**config.mk**
```make
export PLATFORM = sky130hd
export DESIGN_NAME = demux2_skid
export DESIGN_NICKNAME = d
export VERILOG_FILES = /design/src/rtl/demux2_skid.sv
export SDC_FILE = /design/constraint.sdc
export NUM_CORES = 1
export LEC_CHECK = 0
export CORE_MARGIN = 2
export CORE_UTILIZATION = 35
export DETAILED_ROUTE_END_ITERATION = 8
export PLACE_DENSITY = 0.71
export SLEW_MARGIN = 20
export SYNTH_ARGS = -nofsm -noshare
export SYNTH_HDL_FRONTEND = slang
export SYNTH_SLANG_ARGS = --single-unit
```
**constraint.sdc**
```tcl
create_clock -name clk -period 5.3 [get_ports clk]
set_input_delay 1.59 -clock clk [delete_from_list [all_inputs] [get_ports clk]]
set_output_delay 1.59 -clock clk [all_outputs]
set_load 0.01 [all_outputs]
```
**src/rtl/demux2_skid.sv**
```systemverilog
// 1:2 stream demultiplexer: one producer stream steered per beat to one of two
// consumer channels, each behind its own 2-entry FIFO, with delivered-beat counters.
module demux2_skid #(
   parameter int unsigned bit_length = 64,
   parameter int unsigned cnt_width  = 32
) (
   input  logic                  clk,
   input  logic                  reset,
   input  logic                  in_valid,
   input  logic                  in_sel,
   input  logic [bit_length-1:0] in_data,
   output logic                  in_ready,
   output logic                  out0_valid,
   output logic [bit_length-1:0] out0_data,
   input  logic                  out0_ready,
   output logic                  out1_valid,
   output logic [bit_length-1:0] out1_data,
   input  logic                  out1_ready,
   output logic [cnt_width-1:0]  cnt0,
   output logic [cnt_width-1:0]  cnt1
);

   localparam logic [1:0] OCC_EMPTY = 2'd0;
   localparam logic [1:0] OCC_FULL  = 2'd2;

   // Per-channel state, index 0/1 = channel 0/1.
   logic [1:0][1:0]           occ_q, occ_d;
   logic [1:0]                wr_ptr_q, wr_ptr_d;
   logic [1:0]                rd_ptr_q, rd_ptr_d;
   logic [1:0][cnt_width-1:0] cnt_q, cnt_d;
   logic [bit_length-1:0]     mem_q [2][2];

   logic [1:0] out_ready;
   logic [1:0] valid;
   logic [1:0] full;
   logic [1:0] pop;
   logic [1:0] push;

   assign out_ready = {out1_ready, out0_ready};

   // Handshake decode. in_ready looks only at the selected channel, so a stalled
   // channel never back-pressures beats bound for the other one.
   always_comb begin
      // NOTE: every variable gets a default before any conditional assignment so
      // no path leaves it unassigned, which would otherwise infer a latch.
      valid = '0;
      full  = '0;
      pop   = '0;
      push  = '0;
      for (int n = 0; n < 2; n++) begin
         valid[n] = (occ_q[n] != OCC_EMPTY);
         full[n]  = (occ_q[n] == OCC_FULL);
         pop[n]   = valid[n] && out_ready[n];
      end
      in_ready = !full[in_sel] || pop[in_sel];
      push[0]  = in_valid && in_ready && !in_sel;
      push[1]  = in_valid && in_ready &&  in_sel;
   end

   always_comb begin
      occ_d    = occ_q;
      wr_ptr_d = wr_ptr_q;
      rd_ptr_d = rd_ptr_q;
      cnt_d    = cnt_q;
      for (int n = 0; n < 2; n++) begin
         // An EMPTY channel has pop=0, so push-on-empty is a plain push (no bypass).
         case ({push[n], pop[n]})
            2'b10:   occ_d[n] = occ_q[n] + 2'd1;
            2'b01:   occ_d[n] = occ_q[n] - 2'd1;
            default: occ_d[n] = occ_q[n];
         endcase
         if (push[n]) wr_ptr_d[n] = ~wr_ptr_q[n];
         if (pop[n]) begin
            rd_ptr_d[n] = ~rd_ptr_q[n];
            cnt_d[n]    = cnt_q[n] + cnt_width'(1);
         end
      end
   end

   always_ff @(posedge clk) begin
      // NOTE: sequential state uses non-blocking assignments so every register
      // samples pre-edge values regardless of statement or process order.
      if (reset) begin
         occ_q    <= '0;
         wr_ptr_q <= '0;
         rd_ptr_q <= '0;
         cnt_q    <= '0;
      end else begin
         occ_q    <= occ_d;
         wr_ptr_q <= wr_ptr_d;
         rd_ptr_q <= rd_ptr_d;
         cnt_q    <= cnt_d;
      end
   end

   // NOTE: FIFO storage is deliberately not reset; occupancy gates its visibility,
   // and leaving it out of reset lets it map onto plain flops or RAM cells.
   always_ff @(posedge clk) begin
      for (int n = 0; n < 2; n++) begin
         if (push[n]) mem_q[n][wr_ptr_q[n]] <= in_data;
      end
   end

   assign out0_valid = valid[0];
   assign out1_valid = valid[1];
   assign out0_data  = mem_q[0][rd_ptr_q[0]];
   assign out1_data  = mem_q[1][rd_ptr_q[1]];
   assign cnt0       = cnt_q[0];
   assign cnt1       = cnt_q[1];

endmodule

```
==> impl_metrics.py, run 1 <==
metrics = {
    "floorplan": {
        "fp.dieW_um": 194.7,
        "core_area_sq_um": 35740,
        "die_h_um": 194.7,
        "start_util_pct": 35.63,
        "io_pins": 265,
        "rows": 69,
        "dieArea_sq_um": 37920,
    },
    "placement": {
        "place.port_buffers": 264,
        "pre_cts_slack_ps": 441.4,
        "place_congestion": 0.8011,
        "place_hpwl_mm": 17.99,
        "placed_cell_area_sq_um": 15920,
        "dp.cells": 1510,
    },
    "worst_setup_path": {
        "worstPathArrival_ps": 3270,
        "start_kind": "primary input",
        "cp_common_cell": "clkdlybuf4s50_1",
        "required_ps": 3710,
        "cp_cell_sequence": "clkdlybuf4s50_1, or3b_2, nor2_1, a31oi_1, clkdlybuf4s50_1",
        "cp_max_fo": 5,
        "end_kind": "output port",
        "cpPeakStageDelay_ps": 530,
        "worstSetupPathType": "primary input to output port",
        "reg2reg_slack_ps": 2800,
        "slowest_stage": "clkdlybuf4s50_1",
    },
    "sta": {
        "hold_ws_ps": 514.3,
        "fmax_mhz": 205.9,
        "rsz0062_at_grt": "false",
        "drv_slew": 0,
        "fin_crit_sh_pct": 91.65,
        "tns_ps": 0,
        "slew_headroom_pct": 28.59,
        "hold_viol": 0,
        "fin_ws_ps": 442.6,
        "tightest_slew_ps": 1071,
        "period_needed_ps": 4857,
        "fin_skew_ps": 11.81,
        "final-setup-viol-count": 0,
    },
    "clocking": {
        "cts.sinks": 328,
        "clock_latency_ps": 510,
        "cts_root_buf": "clkbuf_16",
        "path_clk_slew_ps": 60,
        "cts_hold_buffers": 0,
        "cts_buffer_depth": 3,
        "post-cts-setup-buffers": 0,
        "htreeDepth": 2,
        "cts_resized": 0,
        "cts_tree": "built",
        "numCtsBuffers": 36,
    },
    "pwr": {
        "p_sw_mw": 1.670,
        "finalPower_mw": 6.799,
        "internal_power_mw": 5.129,
        "swShare_pct": 24.56,
        "powerDensity_nw_per_um2": 398.9,
        "combPwrFrac_pct": 18.6,
        "vdd_drop_max_mv": 0.1973,
        "pwr-share-seq_pct": 46.1,
        "p_clk_share_pct": 35.3,
        "p_leak_nw": 5.476,
    },
    "yosys": {
        "syn_avg_cell_area_sq_um": 15.66,
        "synth-edff-count": 256,
        "yosysUniqueCellTypes": 51,
        "netlist_top_cells_area": "edfxtp_1, mux2_2, dfxtp_1",
        "netlist_area_sq_um": 12730,
        "synthesis.nets": 887,
        "synth_top_area_share_pct": 60.37,
        "synth_top_cell_by_area": "edfxtp_1",
        "ys.flop_type": "edfxtp_1",
        "ys_ff_latch": 328,
        "synthCells": 813,
        "yosys_warnings": 0,
        "ys_async_sr_fraction_pct": 0,
        "synth_seq_area_share_pct": 71.69,
    },
    "global_routing": {
        "overflow": 0,
        "grt_max_degree": 66,
        "grt_pass1_vias": 8064,
        "track_usage_pct": 15.48,
        "grt_antenna_before_repair": 1,
        "grt_pass1_wl_mm": 46.05,
    },
    "flow_run": {
        "maxCapViolCount": 0,
    },
    "routing": {
        "routed.top_layer": "met5",
        "met3_length_mm": 2.617,
        "via_per_inst": 5.065,
        "routed_wl_mm": 29.55,
        "wl_per_cell_um": 18.81,
        "drc": 0,
        "via_count": 7957,
        "drtIter0Drc": 401,
        "wl_met2_mm": 13.82,
        "detail-route-antenna-nets": 0,
        "wl_met1_mm": 12.56,
        "dr.pass1.iters": 5,
    },
    "cells_and_area": {
        "fin_area_sq_um": 17050,
        "layout.cells.non_filler": 1571,
        "diodes": 0,
        "layout.nets": 1161,
        "drive_gt1_share_pct": 19.37,
        "fin_util_pct": 47.69,
        "synthToLayoutAreaGrowth_pct": 33.87,
    },
    "outcome": {
        "outcome": "completed",
    },
    "min_path": {
        "min_path_type": "register to register",
    },
}
-- routing by layer --
metal | vias up | GRT usage (%)
li1 | 3706 | -
met1 | 3906 | 19.66
met2 | 301 | 25.38
met3 | 42 | 5.258
met4 | 2 | 4.071
met5 | - | 0
-- power groups by stage --
| stage | clock [mW] | sequential, mW | combinational, mW |
|---|---|---|---|
| floorplan | 0 | 3.00 | 0.735 |
| global placement | 0 | 3.19 | 1.27 |
| detailed placement | 0 | 3.20 | 1.27 |
| CTS | 2.48 | 3.14 | 1.28 |
| global route | 2.59 | 3.16 | 1.34 |
| finish | 2.40 | 3.13 | 1.26 |
-- synthesized netlist by cell type (all sizes together), types with 4 or more instances --
library cell / number
nor2: 41
o21ai: 17
ha: 4
nand4: 20
nor2b: 5
clkbuf: 27
xor2: 10
mux2: 136
or3: 18
edfxtp: 256
nand2: 22
a21oi: 39
buf: 6
and3: 4
and4: 7
inv: 12
xnor2: 16
nor4: 7
nand3: 19
dfxtp: 72
or4: 27
nor3: 7
o31ai: 22
-- sequential cells by signal, summed over array words and instances, names as in the netlist --
signal	cells
rd_ptr_q	2
mem_q	256
wr_ptr_q	2
occ_q	4
cnt0	32
cnt1	32
-- worst paths after layout --
| kind | depth (start not counted) | endpoint | start |
|---|---|---|---|
| setup / recovery | 5 | in_ready | out0_ready |
| hold / removal | 2 | cnt1[12] | cnt1[12] |
| setup reg to reg | 4 | cnt1[22] | cnt1[5] |
| hold reg to reg | 2 | cnt1[12] | cnt1[12] |
-- cell type report --
class	count	area, sq um
clock buffer	46	969.7
tap	461	576.8
inverter	13	48.80
clock inverter	15	161.4
sequential	328	9136
timing repair buffer	270	2733
fill	3117	18700
multi-input combinational	438	3421
-- cells by family (layout without fill, tap and decap cells) --
logic type | Yosys count | in the layout | synth area share [%]
buf+inv | 47 | 344 | 1.641
simple gates | 185 | 185 | 8.283
fa+ha+maj | 4 | 4 | 0.3931
compound gates | 86 | 86 | 4.068
xor+xnor | 26 | 26 | 1.788
flops | 328 | 328 | 71.69
mux | 137 | 137 | 12.14
-- placed cells by master (no fill, tap or decap), types with 3 or more instances in the layout --
| master | Yosys | layout |
|---|---|---|
| nor3_1 | 7 | 7 |
| clkbuf_1 | 26 | 8 |
| and3_1 | 3 | 3 |
| clkdlybuf4s50_1 | 0 | 263 |
| clkbuf_16 | 0 | 37 |
| or3_1 | 15 | 15 |
| nand4_1 | 19 | 19 |
| nand2_1 | 22 | 22 |
| o21ai_0 | 15 | 15 |
| nor2b_1 | 5 | 5 |
| a21oi_1 | 39 | 39 |
| clkinv_2 | 0 | 6 |
| nor4_1 | 7 | 7 |
| o31ai_1 | 22 | 22 |
| nand3_1 | 18 | 18 |
| ha_1 | 4 | 4 |
| inv_1 | 12 | 12 |
| and4_1 | 6 | 6 |
| xnor2_1 | 16 | 16 |
| buf_12 | 0 | 4 |
| dfxtp_1 | 72 | 70 |
| mux2_2 | 135 | 135 |
| clkinv_1 | 1 | 3 |
| or4_1 | 26 | 26 |
| edfxtp_1 | 256 | 256 |
| nor2_4 | 0 | 3 |
| bufinv_16 | 0 | 3 |
| xor2_1 | 10 | 10 |
| nor2_1 | 41 | 38 |
-- worst max-delay path, delay by kind of cell --
kind            cells  cell delay (ps)
simple gates        2              600
compound gates      1               50
buf+inv             2             1030
(Power assumes the default switching activity.)
==> run 2, diff against run 1 <==
--- a/config.mk
+++ b/config.mk
@@ -7,8 +7,10 @@
 export LEC_CHECK = 0
 export CORE_MARGIN = 2
 export CORE_UTILIZATION = 35
+export CTS_CLUSTER_SIZE = 25
 export DETAILED_ROUTE_END_ITERATION = 8
 export PLACE_DENSITY = 0.71
+export SKIP_CTS_REPAIR_TIMING = 1
 export SLEW_MARGIN = 20
 export SYNTH_ARGS = -nofsm -noshare
 export SYNTH_HDL_FRONTEND = slang
==> results of run 2 <==
No change in the layout: final DEF, timing and power equal those of run 1.
